**config.mk**
```make
export PLATFORM = sky130hd
export DESIGN_NAME = uart_tx_fifo_flat
export DESIGN_NICKNAME = d
export VERILOG_FILES = /design/src/rtl/uart_tx_fifo_if.sv /design/src/rtl/uart_tx_fifo.sv /design/src/flat_wrapper.sv
export SDC_FILE = /design/constraint.sdc
export NUM_CORES = 1
export LEC_CHECK = 0
export CAP_MARGIN = 20
export CORE_UTILIZATION = 60
export DETAILED_ROUTE_END_ITERATION = 12
export DONT_BUFFER_PORTS = 1
export PLACE_DENSITY = 0.76
export SLEW_MARGIN = 25
export SYNTH_ARGS = -nofsm -noshare
export SYNTH_HDL_FRONTEND = slang
export SYNTH_SLANG_ARGS = --single-unit
```
**constraint.sdc**
```tcl
create_clock -name clk -period 3.55 [get_ports clk]
set_input_delay 1.065 -clock clk [delete_from_list [all_inputs] [get_ports clk]]
set_output_delay 1.065 -clock clk [all_outputs]
set_load 0.02 [all_outputs]
```
**src/rtl/uart_tx_fifo_if.sv**
```systemverilog
// Byte stream handshake (data/valid/ready) between the store path, the TX FIFO and the UART.
// The master drives data and valid. The slave drives ready.
interface uart_tx_fifo_if #(
   parameter int unsigned DATA_WIDTH = 8
);
   logic [DATA_WIDTH-1:0] data;
   logic                  valid;
   logic                  ready;

   modport master (output data, output valid, input ready);
   modport slave  (input data, input valid, output ready);
endinterface

```
**src/rtl/uart_tx_fifo.sv**
```systemverilog
// First-word-fall-through byte FIFO feeding the UART transmitter from the store path.
// Optional statistics (drop_count, hiwater) are enabled with UART_TX_FIFO_STATS_EN.
module uart_tx_fifo #(
   parameter int unsigned DATA_WIDTH = 8,
   parameter int unsigned DEPTH_LOG2 = 4
) (
   input  logic                  clk,
   input  logic                  rst_n,
   uart_tx_fifo_if.slave         in_if,
   uart_tx_fifo_if.master        out_if,
   output logic [DEPTH_LOG2:0]   count,
   output logic                  full,
   output logic                  empty,
   output logic                  overflow,
   input  logic                  clr_overflow
`ifdef UART_TX_FIFO_STATS_EN
   ,
   output logic [15:0]           drop_count,
   output logic [DEPTH_LOG2:0]   hiwater
`endif
);

   localparam int unsigned DEPTH = 1 << DEPTH_LOG2;
   localparam int unsigned CW    = DEPTH_LOG2 + 1;
   localparam int unsigned PW    = DEPTH_LOG2;

   logic [DATA_WIDTH-1:0] mem_q [DEPTH];
   logic [PW-1:0]         wr_ptr_q, wr_ptr_d, rd_ptr_q, rd_ptr_d;
   logic [CW-1:0]         count_q, count_d;
   logic                  full_q, full_d, empty_q, empty_d;
   logic                  overflow_q, overflow_d;
   logic [DATA_WIDTH-1:0] out_data_q, out_data_d;
   logic                  push, pop;

   assign push = in_if.valid & ~full_q;
   assign pop  = out_if.ready & ~empty_q;

   // Next-state pointers, occupancy and the registered head byte.
   always_comb begin
      wr_ptr_d   = wr_ptr_q;
      rd_ptr_d   = rd_ptr_q;
      count_d    = count_q;
      overflow_d = overflow_q;
      if (push) wr_ptr_d = wr_ptr_q + PW'(1);
      if (pop)  rd_ptr_d = rd_ptr_q + PW'(1);
      case ({push, pop})
         2'b10:   count_d = count_q + CW'(1);
         2'b01:   count_d = count_q - CW'(1);
         default: count_d = count_q;
      endcase
      full_d  = (count_d == CW'(DEPTH));
      empty_d = (count_d == CW'(0));
      // The slot being written this edge becomes the head when it is the next read slot.
      out_data_d = mem_q[rd_ptr_d];
      if (push && (rd_ptr_d == wr_ptr_q)) out_data_d = in_if.data;
      if (clr_overflow) overflow_d = 1'b0;
      if (in_if.valid && full_q) overflow_d = 1'b1;
   end

   always_ff @(posedge clk or negedge rst_n) begin
      if (!rst_n) begin
         wr_ptr_q   <= '0;
         rd_ptr_q   <= '0;
         count_q    <= '0;
         full_q     <= 1'b0;
         empty_q    <= 1'b1;
         overflow_q <= 1'b0;
         out_data_q <= '0;
      end else begin
         wr_ptr_q   <= wr_ptr_d;
         rd_ptr_q   <= rd_ptr_d;
         count_q    <= count_d;
         full_q     <= full_d;
         empty_q    <= empty_d;
         overflow_q <= overflow_d;
         out_data_q <= out_data_d;
      end
   end

   // Storage is intentionally left uninitialised by reset.
   always_ff @(posedge clk) begin
      if (push) mem_q[wr_ptr_q] <= in_if.data;
   end

   assign in_if.ready  = ~full_q;
   assign out_if.valid = ~empty_q;
   assign out_if.data  = out_data_q;
   assign count        = count_q;
   assign full         = full_q;
   assign empty        = empty_q;
   assign overflow     = overflow_q;

`ifdef UART_TX_FIFO_STATS_EN
   logic [15:0]   drop_count_q, drop_count_d;
   logic [CW-1:0] hiwater_q, hiwater_d;
   logic          drop;

   // A drop in the clearing cycle restarts the count at one.
   always_comb begin
      drop         = in_if.valid & full_q;
      drop_count_d = drop_count_q;
      hiwater_d    = hiwater_q;
      if (drop) begin
         if (clr_overflow)                  drop_count_d = 16'd1;
         else if (drop_count_q != 16'hFFFF) drop_count_d = drop_count_q + 16'd1;
      end else if (clr_overflow) begin
         drop_count_d = '0;
      end
      if (clr_overflow)            hiwater_d = count_d;
      else if (count_d > hiwater_q) hiwater_d = count_d;
   end

   always_ff @(posedge clk or negedge rst_n) begin
      if (!rst_n) begin
         drop_count_q <= '0;
         hiwater_q    <= '0;
      end else begin
         drop_count_q <= drop_count_d;
         hiwater_q    <= hiwater_d;
      end
   end

   assign drop_count = drop_count_q;
   assign hiwater    = hiwater_q;
`endif

endmodule

```
**src/flat_wrapper.sv**
```systemverilog
// flat-port wrapper written by rule: the top's interface ports become plain ports
module uart_tx_fifo_flat 
#(
   parameter int unsigned DATA_WIDTH = 8,
   parameter int unsigned DEPTH_LOG2 = 4
)
  (clk, rst_n, count, full, empty, overflow, clr_overflow, in_if_data, in_if_valid, in_if_ready, out_if_data, out_if_valid, out_if_ready);
  uart_tx_fifo_if #(.DATA_WIDTH(DATA_WIDTH)) in_if_i ();
  uart_tx_fifo_if #(.DATA_WIDTH(DATA_WIDTH)) out_if_i ();
  input  logic clk;
  input  logic rst_n;
  output logic [DEPTH_LOG2:0] count;
  output logic full;
  output logic empty;
  output logic overflow;
  input  logic clr_overflow;
  input wire logic [$bits(in_if_i.data)-1:0] in_if_data;
  input wire logic [$bits(in_if_i.valid)-1:0] in_if_valid;
  output wire logic [$bits(in_if_i.ready)-1:0] in_if_ready;
  output wire logic [$bits(out_if_i.data)-1:0] out_if_data;
  output wire logic [$bits(out_if_i.valid)-1:0] out_if_valid;
  input wire logic [$bits(out_if_i.ready)-1:0] out_if_ready;
  assign in_if_i.data = in_if_data;
  assign in_if_i.valid = in_if_valid;
  assign in_if_ready = in_if_i.ready;
  assign out_if_data = out_if_i.data;
  assign out_if_valid = out_if_i.valid;
  assign out_if_i.ready = out_if_ready;
  uart_tx_fifo #(.DATA_WIDTH(DATA_WIDTH), .DEPTH_LOG2(DEPTH_LOG2)) u_core (.clk(clk), .rst_n(rst_n), .in_if(in_if_i), .out_if(out_if_i), .count(count), .full(full), .empty(empty), .overflow(overflow), .clr_overflow(clr_overflow));
endmodule
```
==> metrics.md <==
| Metric | Value |
|---|---|
| Vias per inst | 6.23 |
| Post-Synth Adder-Cell Area | 0.0159 |
| Worst hold path class | in2async |
| Ratio of cells with drive above 1 in the final layout | 0.130 |
| Post-synth top area share | 0.610 |
| Post-CTS setup repair buffer count | 0 |
| Post-layout util | 0.684 |
| Post-CTS resize count | 0 |
| Rel. slew slack | 0.534 |
| Antenna violations before repair | 0 |
| Top cells by count, synth | edfxtp_1, nand2_1, a21oi_1 |
| First-pass GRT wire length | 19900 µm |
| CP max stage cell | ha_1 |
| Crit path DAT | 3.23 ns |
| Synth Area in Compound Gates | 0.0840 |
| Synth Net Count | 446 |
| Final setup fails | 0 |
| Hold Slack | 0.223 ns |
| Met3 GRT Util | 0.0695 |
| Die height | 104 µm |
| Average size of a mapped cell | 14.8 µm² |
| TritonCTS clock tree | built |
| Max FO, Critical Path | 8 |
| CTS sink count | 152 |
| Critical path's top delay family | adder cells |
| # port buffers | 0 |
| Predominant post-synthesis flop cell | edfxtp_1 |
| GR Overflow Total | 0 |
| Post-Route WL | 12500 µm |
| CORE AREA | 10200 µm² |
| Peak VDD IR | 0.604 mV |
| Pwr/cell area | 968 nW/µm² |
| Status | finished clean |
| DR iter-0 viols | 278 |
| Most area-consuming cells after synthesis | edfxtp_1, dfrtp_1, mux2i_1, a221oi_1, a21oi_1 |
| Min Tclk post-route | 2.77 ns |
| Final Hold Vio Count | 0 |
| FP Rows | 37 |
| Number of routed nets with antenna violations | 0 |
| Count leader, synth | edfxtp_1 |
| Area of the multi-input gates | 1700 µm² |
| Post-Synth Simple-Gate Area | 0.0761 |
| Cells after synthesis | 425 |
| Inserted Diodes | 0 |
| Met2 Use GR | 0.391 |
| GRT Total Usage | 0.252 |
| Synthesized area | 6300 µm² |
| # IOs | 31 |
| Die X | 104 µm |
| Critical path startpoint category | input pin |
| Final #Nets | 448 |
| Tcrit/Tclk final | 0.780 |
| Sequential fraction of the synthesis area | 0.706 |
| Fin area | 7000 µm² |
| Crit end category | register |
| Actual slew at the worst max-slew pin | 0.698 ns |
| XOR/XNOR Fraction of Synth Area | 0.0260 |
| Residual DRC | 0 |
| Longest Clk Path Bufs | 2 |
| CTS root buf | clkbuf_8 |
| Max Fclk | 0.361 GHz |
| Multiplexer share of the synthesized area | 0.0636 |
| Pins over their slew limit | 0 |
| Crit path from | in_if_valid |
| Dpl hpwl | 7730 µm |
| Seq. cell area | 4450 µm² |
| Vias in the first global route | 3669 |
| Slowest stage delay, CP | 0.38 ns |
| EDFF count, synth | 128 |
| Post-DP Area | 6430 µm² |
| CP Class | in2reg |
| RSZ-0062 raised after global routing | false |
| Initial Utilization | 0.616 |
| Synth area leader | edfxtp_1 |
| CP Buf/Inv Count | 1 |
| First-pass DRT Iterations | 5 |
| Num CTS Buffers | 17 |
| Tot Pwr | 6770 µW |
| WP data required | 4.01 ns |
| #FFs+latches synth | 152 |
| WL/cell | 21.7 µm |
| Layout fillers | 690 |
| Layout area overhead | 11.1% |
| Ys Warns | 0 |
| Largest net degree at the start of global routing | 42 |
| # Max-Cap Violations | 0 |
| Synth cell types | 40 |
| Largest family of logic cells by synthesized area | compound AO/OA/AOI/OAI gates |
| Synth async-reset ratio | 0.158 |
| Latest clock arrival within the worst-skew pair | 0.53 ns |
| H-tree levels | 4 |
| Via count | 3588 |
| Clk slew on worst S/H paths | 0.07 ns |
| Met1 Use GR | 0.333 |
| Final Skew | 0.00957 ns |
| Gp weighted congestion | 0.793 |
| Setup TNS | 0 ns |
| Hold-fix buffers, CTS | 0 |
| Critical path cell sequence | nor2b_1 -> inv_1 -> ha_1 -> xor2_1 -> ha_1 -> o21ai_0 -> a221o_1 -> nor2_1 -> xor2_1 -> nor2b_1 |
| RR Startpoint | u_core.empty |
| Leakage | 0.00249 µW |
| GRT Max-Usage Layer | met2 |
| Die area | 10900 µm² |
## routing by layer
layer / wire (µm) / vias up / share of wire
li1: - / 1616 / -
met1: 4970 / 1773 / 0.40
met2: 6270 / 165 / 0.50
met3: 926 / 34 / 0.074
met4: 354 / 0 / 0.028
met5: 0 / - / 0
## power by group
part           total (µW)  internal, µW  switching [µW]
clock network        1720          1000             715
logic                2510           997            1510
registers            2550          2240             303
## per-stage QoR
step | setup slack, ns | instances
after floorplan | 0.287 | 425
after global placement | 0.344 | 544
after detailed placement | 0.300 | 544
after CTS | 0.790 | 576
after global routing | 0.650 | 576
final | 0.783 | 576
## worst register-to-register path, stage by stage, from the launching register on
cell	delay, ns
dfstp_2	0.61
nor2b_2	0.06
buf_4	0.17
nand2_1	0.09
xor2_1	0.27
inv_1	0.20
xnor2_1	0.17
nand3_1	0.15
nor3_4	0.47
mux2_2	0.40
## sequential cells by signal (all words and copies together) (netlist names)
name,cells
u_core.empty,1
u_core.wr_ptr_q,4
u_core.mem_q,128
u_core.rd_ptr_q,4
u_core.overflow,1
u_core.out_if.data,8
u_core.count,5
u_core.full,1
## path summary, 6_finish.rpt
path | endpoint | depth (start not counted) | slack (ns)
max in group asynchronous | u_core.empty | 0 | 3.15
setup / recovery | u_core.full | 10 | 0.78
setup reg to reg | u_core.out_if.data[5] | 9 | 0.84
hold / removal | u_core.count[0] | 0 | 0.22
min in group clk | u_core.overflow | 1 | 0.63
hold reg to reg | u_core.wr_ptr_q[3] | 1 | 0.63
## area by class of cell
type                            instances  area share
Tap cell                              136      0.0243
Inverter                               11     0.00590
Clock buffer                           17      0.0592
Clock inverter                         15      0.0222
Timing Repair Buffer                    7      0.0111
Multi-Input combinational cell        238       0.242
Sequential cell                       152       0.635
## layout by cell type (no fill, tap or decap), types with 3 or more instances in the layout
| master | synthesis | routed |
|---|---|---|
| clkbuf_16 | 0 | 16 |
| clkinv_2 | 0 | 4 |
| a21oi_1 | 36 | 36 |
| buf_4 | 1 | 5 |
| ha_1 | 8 | 8 |
| nand2_1 | 47 | 47 |
| xnor2_1 | 10 | 10 |
| or4_1 | 7 | 7 |
| xor2_1 | 5 | 5 |
| mux2_2 | 8 | 8 |
| a32o_1 | 3 | 3 |
| and2_1 | 16 | 16 |
| mux2i_1 | 31 | 30 |
| o21ai_0 | 5 | 5 |
| clkinvlp_4 | 0 | 3 |
| dfrtp_1 | 23 | 23 |
| nor2_1 | 9 | 9 |
| clkinv_4 | 0 | 5 |
| nor2b_1 | 3 | 3 |
| inv_1 | 9 | 9 |
| edfxtp_1 | 128 | 128 |
| a221oi_1 | 29 | 29 |
## kinds of logic after synthesis
logic type / Yosys count
and+or+nand+nor: 96
buffers and inverters: 35
xor gates and xnor gates: 17
adders and majority gates: 8
DFF: 152
muxes: 39
AOI/OAI and AO/OA: 78
Note: power is estimated with default switching activity, not from simulation.
